[src/rtl/uart_tx_cfg.sv]
// rtl/uart_tx_cfg.sv - configurable UART transmitter with optional transmit FIFO
//
// Optional feature macro: UART_TX_FIFO_EN
//   defined   : FIFO_DEPTH-entry FIFO in front of the shifter, frames chain back to back
//   undefined : single-word path, data_ready only while idle
//
// Ports:
//   clk        in   rising-edge clock
//   rst        in   asynchronous active-high reset
//   data_in    in   [DATA_BITS] word to transmit
//   data_valid in   word offered on data_in
//   mode       in   [4] baud select (0 4800, 1 9600, 2 115200, 3 256000, 4 921600, else 9600)
//   data_ready out  a word offered this cycle is accepted
//   tx_line    out  serial line, idle high
//   busy       out  frame in progress or words pending
module uart_tx_cfg #(
    parameter int CLK_FREQ   = 100000000,
    parameter int DATA_BITS  = 8,
    parameter int PARITY     = 0,
    parameter int STOP_BITS  = 1,
    parameter int FIFO_DEPTH = 4
) (
    input  logic                 clk,
    input  logic                 rst,
    input  logic [DATA_BITS-1:0] data_in,
    input  logic                 data_valid,
    input  logic [3:0]           mode,
    output logic                 data_ready,
    output logic                 tx_line,
    output logic                 busy
);

    if (DATA_BITS < 5 || DATA_BITS > 9) begin : g_bad_data_bits
        $error("uart_tx_cfg: DATA_BITS must be 5..9");
    end
    if (PARITY < 0 || PARITY > 2) begin : g_bad_parity
        $error("uart_tx_cfg: PARITY must be 0, 1 or 2");
    end
    if (STOP_BITS < 1 || STOP_BITS > 2) begin : g_bad_stop_bits
        $error("uart_tx_cfg: STOP_BITS must be 1 or 2");
    end
    if (FIFO_DEPTH < 2 || (FIFO_DEPTH & (FIFO_DEPTH - 1)) != 0) begin : g_bad_fifo_depth
        $error("uart_tx_cfg: FIFO_DEPTH must be a power of 2, at least 2");
    end

    // Bit periods rounded up so a bit is never shorter than the nominal baud time.
    localparam int DIV_4800   = (CLK_FREQ + 4800 - 1) / 4800;
    localparam int DIV_9600   = (CLK_FREQ + 9600 - 1) / 9600;
    localparam int DIV_115200 = (CLK_FREQ + 115200 - 1) / 115200;
    localparam int DIV_256000 = (CLK_FREQ + 256000 - 1) / 256000;
    localparam int DIV_921600 = (CLK_FREQ + 921600 - 1) / 921600;
    localparam int CNT_W      = $clog2(DIV_4800 + 1);

    typedef enum logic [2:0] {IDLE, START, DATA, PAR, STOP} state_t;

    function automatic logic [CNT_W-1:0] div_for(input logic [3:0] m);
        case (m)
            4'd0:    return CNT_W'(DIV_4800);
            4'd2:    return CNT_W'(DIV_115200);
            4'd3:    return CNT_W'(DIV_256000);
            4'd4:    return CNT_W'(DIV_921600);
            default: return CNT_W'(DIV_9600);
        endcase
    endfunction

    state_t               state_q, state_d;
    logic [CNT_W-1:0]     clk_cnt_q, clk_cnt_d;
    logic [3:0]           bit_cnt_q, bit_cnt_d;
    logic [DATA_BITS-1:0] shift_q, shift_d;
    logic                 par_q, par_d;
    logic [CNT_W-1:0]     div_q, div_d;

    logic                 accept;
    logic                 word_avail;
    logic [DATA_BITS-1:0] next_word;
    logic                 pending;
    logic                 take;
    logic                 bit_end;

    assign accept = data_valid && data_ready;

`ifdef UART_TX_FIFO_EN
    localparam int AW = $clog2(FIFO_DEPTH);

    logic [DATA_BITS-1:0] mem_q [FIFO_DEPTH];
    logic [AW-1:0]        wr_ptr_q, wr_ptr_d;
    logic [AW-1:0]        rd_ptr_q, rd_ptr_d;
    logic [AW:0]          count_q, count_d;
    logic                 fifo_full, fifo_empty, push, pop;

    assign fifo_full  = (count_q == (AW+1)'(FIFO_DEPTH));
    assign fifo_empty = (count_q == '0);
    assign data_ready = !fifo_full;
    assign pending    = !fifo_empty;
    // An empty FIFO is bypassed so a word accepted while idle starts next cycle.
    assign word_avail = !fifo_empty || accept;
    assign next_word  = fifo_empty ? data_in : mem_q[rd_ptr_q];
    assign pop        = take && !fifo_empty;
    assign push       = accept && !(take && fifo_empty);

    always_comb begin
        wr_ptr_d = wr_ptr_q;
        rd_ptr_d = rd_ptr_q;
        count_d  = count_q;
        if (push) wr_ptr_d = wr_ptr_q + AW'(1);
        if (pop)  rd_ptr_d = rd_ptr_q + AW'(1);
        case ({push, pop})
            2'b10:   count_d = count_q + (AW+1)'(1);
            2'b01:   count_d = count_q - (AW+1)'(1);
            default: count_d = count_q;
        endcase
    end

    always_ff @(posedge clk or posedge rst) begin
        if (rst) begin
            wr_ptr_q <= '0;
            rd_ptr_q <= '0;
            count_q  <= '0;
        end else begin
            wr_ptr_q <= wr_ptr_d;
            rd_ptr_q <= rd_ptr_d;
            count_q  <= count_d;
        end
    end

    // Storage needs no reset: count_q alone decides which entries are valid.
    always_ff @(posedge clk) begin
        if (push) mem_q[wr_ptr_q] <= data_in;
    end
`else
    assign data_ready = (state_q == IDLE);
    assign pending    = 1'b0;
    assign word_avail = accept;
    assign next_word  = data_in;
`endif

    assign bit_end = (clk_cnt_q == div_q - CNT_W'(1));

    always_comb begin
        state_d   = state_q;
        clk_cnt_d = clk_cnt_q;
        bit_cnt_d = bit_cnt_q;
        shift_d   = shift_q;
        par_d     = par_q;
        div_d     = div_q;
        take      = 1'b0;

        if (state_q != IDLE) begin
            clk_cnt_d = bit_end ? '0 : clk_cnt_q + CNT_W'(1);
        end

        case (state_q)
            IDLE: begin
                if (word_avail) take = 1'b1;
            end
            START: begin
                if (bit_end) begin
                    state_d   = DATA;
                    bit_cnt_d = '0;
                end
            end
            DATA: begin
                if (bit_end) begin
                    shift_d = shift_q >> 1;
                    if (bit_cnt_q == 4'(DATA_BITS - 1)) begin
                        bit_cnt_d = '0;
                        state_d   = (PARITY != 0) ? PAR : STOP;
                    end else begin
                        bit_cnt_d = bit_cnt_q + 4'd1;
                    end
                end
            end
            PAR: begin
                if (bit_end) begin
                    state_d   = STOP;
                    bit_cnt_d = '0;
                end
            end
            STOP: begin
                if (bit_end) begin
                    if (bit_cnt_q == 4'(STOP_BITS - 1)) begin
                        bit_cnt_d = '0;
                        if (word_avail) take = 1'b1;
                        else            state_d = IDLE;
                    end else begin
                        bit_cnt_d = bit_cnt_q + 4'd1;
                    end
                end
            end
            default: state_d = IDLE;
        endcase

        // Loading a word starts a frame; mode is captured here and held until the next load.
        if (take) begin
            state_d   = START;
            shift_d   = next_word;
            par_d     = (^next_word) ^ (PARITY == 2);
            div_d     = div_for(mode);
            clk_cnt_d = '0;
            bit_cnt_d = '0;
        end
    end

    always_ff @(posedge clk or posedge rst) begin
        if (rst) begin
            state_q   <= IDLE;
            clk_cnt_q <= '0;
            bit_cnt_q <= '0;
            shift_q   <= '0;
            par_q     <= 1'b0;
            div_q     <= CNT_W'(DIV_9600);
        end else begin
            state_q   <= state_d;
            clk_cnt_q <= clk_cnt_d;
            bit_cnt_q <= bit_cnt_d;
            shift_q   <= shift_d;
            par_q     <= par_d;
            div_q     <= div_d;
        end
    end

    // Line level decoded from registered state, so reset forces it high immediately.
    always_comb begin
        case (state_q)
            START:   tx_line = 1'b0;
            DATA:    tx_line = shift_q[0];
            PAR:     tx_line = par_q;
            default: tx_line = 1'b1;
        endcase
    end

    assign busy = (state_q != IDLE) || pending;

endmodule

[config.mk]
export PLATFORM = sky130hd
export DESIGN_NAME = uart_tx_cfg
export DESIGN_NICKNAME = d
export VERILOG_FILES = /design/src/rtl/uart_tx_cfg.sv
export SDC_FILE = /design/constraint.sdc
export NUM_CORES = 1
export LEC_CHECK = 0
export CORE_ASPECT_RATIO = 1.5
export CORE_MARGIN = 2
export CORE_UTILIZATION = 36
export DETAILED_ROUTE_END_ITERATION = 6
export GPL_TIMING_DRIVEN = 1
export HOLD_SLACK_MARGIN = 0.15
export PLACE_DENSITY = 0.61
export SYNTH_ARGS = -nofsm -noshare
export SYNTH_HDL_FRONTEND = slang
export SYNTH_SLANG_ARGS = --single-unit
[constraint.sdc]
create_clock -name clk -period 2.65 [get_ports clk]
set_input_delay 0.6625 -clock clk [delete_from_list [all_inputs] [get_ports clk]]
set_output_delay 0.6625 -clock clk [all_outputs]
set_load 0.05 [all_outputs]
Word level (Yosys, flattened, before mapping)
Cells that the tools add are included.

word-level totals
  bits in registers = 46
  input bits = 15
  output and inout bits = 3
  word-level logic and storage cells = 69

cells by class
  $add $sub $neg = 3
  equal/unequal tests = 18
  mux-type cells = 28
  reductions and logical operators = 14

operators by type and width
  cell                   number
  $pmux 15 s4            1
  $mux 15                3
  $mux 3                 8
  $mux 4                 6
  $mux 8                 3
  $ne 3x3->1 const B     7
  $add 15x1->15 const B  1
  $eq 15x15->1           1
  $pmux 3 s5             1
  $sub 15x1->15 const B  1
  $pmux 4 s3             1
  $eq 4x2->1 const B     2
  $eq 4x3->1 const B     2
  $logic_not 4->1        2
  $reduce_and 8->1       1
  $reduce_xor 8->1       1
  $eq 3x2->1 const B     2
  $reduce_bool 2->1      3
  $add 4x1->4 const B    1
  $reduce_and 4->1       1
  $reduce_bool 4->1      1
  $eq 3x1->1 const B     1
  $eq 3x3->1 const B     1
  $logic_not 3->1        1
  9 further kinds        11

Logic depth before layout (Yosys ltp)
Gate-level depths: netlist of the first run.

  word-level depth = 8
  mapped depth = 12
  mapped depth without buffers = 9

Worst setup path after synthesis of the first run
No wires, ideal clock.

  kind = reg2reg
  start point = reg div_q[0]
  end point = reg shift_q[0]
  setup time = 0.125 ns
  arrival time = 2.647 ns
  required time = 2.525 ns
  path slack = -0.122 ns
  stages on the path, launching flop included = 12
  path buffers = 3
  clock period less this slack = 2.772 ns
  cells stage by stage = dfstp_2 buf_2 inv_1 ha_1 buf_4 o211a_1 nor3_1 o2111ai_2 nor4b_2 o211a_1 buf_6 mux2_4

on the way
  word-level cells in the longest chain between the ends = 6
  elaborated cells on any way between the ends = 8
  those cells by class = add/sub: 1; eq/ne: 1; mux: 3; reduce/logical: 3

RTL lines
  what                                RTL line  text
  start: declaration                  71        logic [CNT_W-1:0] div_q, div_d;
  start signal: assignment            211       div_q <= CNT_W'(DIV_9600);
  start signal: assignment            218       div_q <= div_d;
  $sub 15x1->15 (*)                   137       assign bit_end = (clk_cnt_q == div_q - CNT_W'(1));
  $eq 15x15->1 (*)                    137
  $mux 1                              180       if (bit_end) begin
  $pmux 1 s2                          152       case (state_q)
  $reduce_bool 2->1 (no source line)  --
  $reduce_and 2->1 (no source line)   --
  end signal: assignment              216       shift_q <= shift_d;
  end: declaration                    69        logic [DATA_BITS-1:0] shift_q, shift_d;

Every way passes the cells marked *; elsewhere a longest branch is shown, timed or not.
A chain may end at the register's enable or synchronous reset.

Final worst setup path of the first run
  start point = reg div_q[0]
  end point = reg shift_q[6]

Same word-level chain as after synthesis.

==> results.toml, run 1 <==
[floorplan]
start_util = 0.372
die_area_mm2 = 0.00909
io_pins = 18
die_h_um = 116
coreArea_mm2 = 0.00806
die_w_um = 78.5
rows = 40

[cells_and_area]
drive_above_1_share = 0.217
finalNonFillerCells = 464
nFillCells = 767
final_cell_mix = "41 x nand2_1, 37 x dfrtp_1, 29 x nor2_1, 24 x buf_4, 17 x xnor2_1"
syn_to_final_growth_pct = 22.8
diodes = 0
mostFrequentLayoutCell = "nand2_1"
fin_nets = 377

[placement]
dp_cells = 452
dp_hpwl_mm = 5.25
gp_congestion = 0.867
port_buffers = 17
dp_slack_ns = 0.0322

[timing]
worstMarginPinSlew_ns = 0.545
finalClockSkew_ns = 0.00313
final_max_slew_viol_count = 0
hold_violations = 0
fin_ws_ns = 0.130
setup-violations-final = 0
max_slew_margin = 0.637
fmax_ghz = 0.397
hold_ws_ns = 0.492
min_period_ns = 2.52
finalCritPeriodShare = 0.951

[cts]
cts.path.max_buffers = 2
cts_tree = "yes"
clockRootBuffer = "clkbuf_16"
postCtsHoldBufs = 0
insertion_delay_ns = 0.28
htree_levels = 2
cts_inserted_buffers = 5
clk_pin_slew_worst_paths_ns = 0.06
cts_sinks = 42

[hold_path]
hp-start = "par_q$_DFFE_PP0P_"
hold_path.class = "register to register"
min_to = "par_q$_DFFE_PP0P_"
hold_path_depth = 2

[pwr]
p_total_mw = 2.79
ir_drop_mv = 0.379
internal-power_mw = 1.85
pwr-share-clk = 0.293
p_per_area_mw_per_mm2 = 759
pwr-share-comb = 0.359
power_frac_seq = 0.348
switching_share = 0.337
p_leak_nw = 1.56
p_switching_mw = 0.941

[drt]
first_pass_iters = 4
drt-total-wl_mm = 7.05
via_per_inst = 5.39
drtIter0Drc = 111
ant_nets = 0
drcViolationCount = 0
routedWlPerCell_um = 15.2
vias = 2503

[synth]
syn_nets = 350
async_reset_ff_frac = 1.00
synth_flop_cell = "dfrtp_1"
yosysSeqAreaShare = 0.352
synth-seq-cells = 42
synth_edf_count = 0
postSynthAreaPerCell_um2 = 9.05
netlist_area_mm2 = 0.00300
synthDistinctLibCells = 70
syn_inst = 331
yosysWarnings = 0

[worst_setup_path]
crit_path_end_kind = "register"
critPathMaxStageDelay_ns = 0.54
r2r_end = "shift_q[6]$_DFFE_PP0P_"
crit_arrival_ns = 2.69
r2r-start = "div_q[0]$_DFFE_PP1P_"
slowest_stage = "dfstp_2"
cp_data_required_time_ns = 2.82
worst-setup-path-type = "register to register"
critPathLaunchType = "register"
r2r_slack_ns = 0.13
crit_fanout = 13
crit_family = "compound AO/OA/AOI/OAI gates"
reg2reg_depth = 10
startpoint = "div_q[0]$_DFFE_PP1P_"
path_buf_inv = 2
cp_cell_sequence = "inv_2, ha_4, o21ba_2, a22oi_1, o22a_1, nand4_4, nor4b_2, o211a_1, buf_12, mux2_4"

[outcome]
status = "finished, final reports clean"

[grt]
antenna_found_initial = 0
grt_usage = 0.169
gr-total-overflow = 0
grt_max_degree = 43
grt_pass1_wl_mm = 12.2
grt_pass1_vias = 2525

[run]
max_cap_violations = 0
## registers in the layout, summed over array words and instances, names as in the netlist
name       flops
div_q         11
shift_q        8
state_q        3
bit_cnt_q      4
clk_cnt_q     15
par_q          1
## repair_timing
item | 4_1_cts | 5_1_grt
buffers inserted | 0 | 4
resized for setup | 0 | 13
setup endpoints to repair | 0 | 24
hold endpoints to repair | 0 | 0
## layer usage
layer	GRT usage	up-vias	wire length, um
met5	0	-	0
met2	0.305	34	3700
met4	0.0632	0	233
met1	0.202	1222	2960
li1	-	1229	-
met3	0.0241	18	156
## cells by family after synthesis
family	synth area share
buffers and inverters	0.0468
and+or+nand+nor	0.280
adders and majority gates	0.0167
muxes	0.0505
AOI/OAI and AO/OA	0.159
DFF	0.352
xor gates and xnor gates	0.0952
## per-stage QoR
step           instance area, um^2  setup TNS, ns  utilization
2_1_floorplan                 3040              0            -
5_1_grt                       3680       -0.00481        0.457
3_5_place_dp                  3380              0        0.419
6_report                      3680              0        0.457
3_3_place_gp                  3380              0        0.419
4_1_cts                       3580              0        0.444
## worst min-delay path, delay by kind of cell (launching register included)
family / cells / cell delay, ns
AOI/OAI and AO/OA: 1 / 0.06
DFF: 1 / 0.35
and+or+nand+nor: 1 / 0.05
## Yosys cell counts, types with 5 or more instances
cell type | instances | area share
nand2b_1 | 7 | 0.015
nor3b_1 | 5 | 0.013
xor2_1 | 13 | 0.038
nand2_1 | 41 | 0.051
xnor2_1 | 17 | 0.050
nor2b_1 | 5 | 0.010
a21oi_1 | 7 | 0.012
dfrtp_1 | 38 | 0.32
mux2_4 | 7 | 0.035
clkbuf_1 | 12 | 0.015
o21ai_0 | 14 | 0.023
nor3_1 | 9 | 0.015
o31ai_1 | 5 | 0.013
inv_1 | 9 | 0.011
nor2_1 | 29 | 0.036
nand3_1 | 14 | 0.023
## cell type report
| class | instances | area, um^2 | area share |
|---|---|---|---|
| timing repair buffer | 40 | 345 | 0.0939 |
| tap | 105 | 131 | 0.0357 |
| inverter | 10 | 38.8 | 0.0105 |
| clock buffer | 6 | 139 | 0.0378 |
| multi-input combinational | 259 | 1910 | 0.518 |
| sequential | 42 | 1060 | 0.287 |
| clock inverter | 2 | 60.1 | 0.0163 |
## how the worst max path moves through the flow
stage                                           end  cells after the start
after floorplan              shift_q[0]$_DFFE_PP0P_                     12
after global placement    clk_cnt_q[12]$_DFFE_PP0P_                      8
after detailed placement     shift_q[5]$_DFFE_PP0P_                      9
after CTS                    shift_q[5]$_DFFE_PP0P_                      8
after global routing         shift_q[1]$_DFFE_PP0P_                     10
final                        shift_q[6]$_DFFE_PP0P_                     10
## power by group through the flow
stage	Combinational, mW	Clock (mW)	Sequential, mW
finish	1.00	0.819	0.972
global route	1.11	0.859	0.999
CTS	0.916	0.833	0.978
detailed placement	0.910	0	0.987
global placement	0.893	0	0.988
floorplan	0.792	0	0.862
Power figures use the tool's default switching activity.
==> run 2: changes to the inputs <==
--- a/config.mk
+++ b/config.mk
@@ -8,6 +8,7 @@
 export CORE_ASPECT_RATIO = 1.5
 export CORE_MARGIN = 2
 export CORE_UTILIZATION = 36
+export CTS_BUF_LIST = sky130_fd_sc_hd__clkbuf_2
 export DETAILED_ROUTE_END_ITERATION = 6
 export GPL_TIMING_DRIVEN = 1
 export HOLD_SLACK_MARGIN = 0.15
==> run 2 against run 1 <==
Via count decreased by 0.28%. Sequential cell count unchanged. Sequential share of layout area increased by 1.1 points. Highest routed layer unchanged. Global-route usage decreased by 0.11 points. Largest cell class unchanged. Count of clock-buffer cells in the layout decreased by 1. Clock skew increased by 0.012 ns. Register-to-register slack got worse by 0.03 ns. Total power decreased by 13%. Final area decreased by 3.3%.
==> results.toml, run 2 (synthesis results as in run 1) <==
[outcome]
status = "finished, final reports clean"

[cts]
cts.path.max_buffers = 2
clk_pin_slew_worst_paths_ns = 0.23
cts_inserted_buffers = 5
cts_sinks = 42
insertion_delay_ns = 0.42
clockRootBuffer = "clkbuf_2"
htree_levels = 2
cts_tree = "yes"
postCtsHoldBufs = 0

[placement]
dp_hpwl_mm = 5.25
gp_congestion = 0.867
port_buffers = 17

[hold_path]
hold_path.class = "register to register"
hold_path_depth = 2

[floorplan]
die_w_um = 78.5
start_util = 0.372
die_h_um = 116
coreArea_mm2 = 0.00806
rows = 40
io_pins = 18
die_area_mm2 = 0.00909

[timing]
finalClockSkew_ns = 0.0151
worstMarginPinSlew_ns = 0.540
setup_tns_ns = 0
fmax_ghz = 0.392
max_slew_margin = 0.640
setup-violations-final = 0
hold_violations = 0
finalCritPeriodShare = 0.963
rsz0062_at_grt = "yes"
final_max_slew_viol_count = 0
min_period_ns = 2.55

[drt]
ant_nets = 0
routedWlPerCell_um = 15.1
via_per_inst = 5.38
drt-total-wl_mm = 7.02
drcViolationCount = 0
drtIter0Drc = 102
vias = 2496
first_pass_iters = 4

[cells_and_area]
final_cell_mix = "41 x nand2_1, 35 x dfrtp_1, 29 x nor2_1, 24 x buf_4, 17 x xnor2_1"
largestRegisters = "clk_cnt_q x15, div_q x11, shift_q x8"
syn_to_final_growth_pct = 18.7
largest_reg_flops = 15
diodes = 0
largest-register = "clk_cnt_q"
fin_nets = 377
drive_above_1_share = 0.217
mostFrequentLayoutCell = "nand2_1"
finish.utilization = 0.441

[worst_setup_path]
slowest_stage = "dfstp_2"
worst-setup-path-type = "register to register"
cp_data_required_time_ns = 2.99
cp_cell_sequence = "inv_2, ha_4, xnor3_1, nand3_1, a211oi_2, o2111ai_2, nor4b_2, o211a_1, buf_12, mux2_4"
crit_path_end_kind = "register"
crit_arrival_ns = 2.89
reg2reg_depth = 10
critPathMaxStageDelay_ns = 0.59
crit_fanout = 12
critPathLaunchType = "register"

[pwr]
p_leak_nw = 1.51
ir_drop_mv = 0.373
p_total_mw = 2.44
p_per_area_mw_per_mm2 = 687

[grt]
antenna_found_initial = 0
grt_pass1_wl_mm = 12.1
grt_usage = 0.167
gr-total-overflow = 0
grt_max_degree = 43
grt_pass1_vias = 2541

[run]
max_cap_violations = 0
[run 2: cell types whose count changed in the layout (fill, tap and decap cells not counted)]
cell / previous run / this run
dfrtp_1: 37 / 35
xor2_2: 1 / 0
nor4_2: 1 / 2
xor2_1: 12 / 13
o2bb2ai_1: 1 / 0
nor4_4: 2 / 1
clkbuf_16: 5 / 0
dfrtp_2: 1 / 3
clkbuf_2: 1 / 6
clkbuf_8: 1 / 0
o2bb2ai_2: 0 / 1
clkinv_1: 0 / 1
nor3_2: 2 / 1
nor3_1: 7 / 8
[run 2: path summary, 6_finish.rpt]
| path | from | to | slack, ns |
|---|---|---|---|
| setup / recovery | div_q[0]$_DFFE_PP1P_ | shift_q[0]$_DFFE_PP0P_ | 0.1 |
| hold / removal | par_q$_DFFE_PP0P_ | par_q$_DFFE_PP0P_ | 0.52 |
| setup reg to reg | div_q[0]$_DFFE_PP1P_ | shift_q[0]$_DFFE_PP0P_ | 0.1 |
| hold reg to reg | par_q$_DFFE_PP0P_ | par_q$_DFFE_PP0P_ | 0.52 |
| max in group asynchronous | rst | div_q[3]$_DFFE_PP0P_ | 1.62 |
| min in group asynchronous | rst | shift_q[6]$_DFFE_PP0P_ | 0.64 |
[run 2: what timing repair did]
item	4_1_cts	5_1_grt
buffers inserted	0	4
endpoints found under the setup margin	18	24
endpoints found under the hold margin	0	0
gates resized for setup	3	10
pin swaps	1	4
[run 2: worst max-delay path: cells and delay by family (launching register included)]
kind,cells,cell delay [ns]
buffers and inverters,2,0.18
XOR/XNOR,1,0.21
flip-flops,1,0.59
multiplexers,1,0.29
AO/OA/AOI/OAI,3,0.63
AND/OR/NAND/NOR,2,0.37
adder cells (fa/ha/maj),1,0.19
[run 2: layout make-up]
cell class              instances  area (um^2)
clock buffers                   5         25.0
clock inverters                 3         63.8
fillers                       779         4500
inverters                      10         38.8
multi-input cells             259         1890
flip-flops and latches         42         1060
well taps                     105          131
repair buffers                 40          345
[run 2: metal layers]
layer / track usage / wire length, um
met3: 0.0218 / 134
met1: 0.202 / 3040
met5: 0 / 0
met2: 0.302 / 3630
met4: 0.0667 / 218
[run 2: power breakdown]
| part | internal [mW] | total (mW) | switching [mW] | leakage, nW |
|---|---|---|---|---|
| registers | 0.772 | 0.980 | 0.208 | 0.535 |
| logic | 0.509 | 0.986 | 0.476 | 0.921 |
| clock network | 0.251 | 0.476 | 0.225 | 0.0506 |
| total | 1.53 | 2.44 | 0.909 | 1.51 |
[run 2: stage by stage]
stage | worst slack, ns | hold WS, ns | instances | area (um^2)
detailed placement | 0.0322 | 0.481 | 452 | 3380
global route | -0.0367 | 0.564 | 464 | 3560
global placement | 0.0398 | 0.475 | 452 | 3380
CTS | 0.00190 | 0.528 | 460 | 3480
floorplan | 0.00402 | 0.450 | 331 | 3040
finish | 0.0974 | 0.525 | 464 | 3560
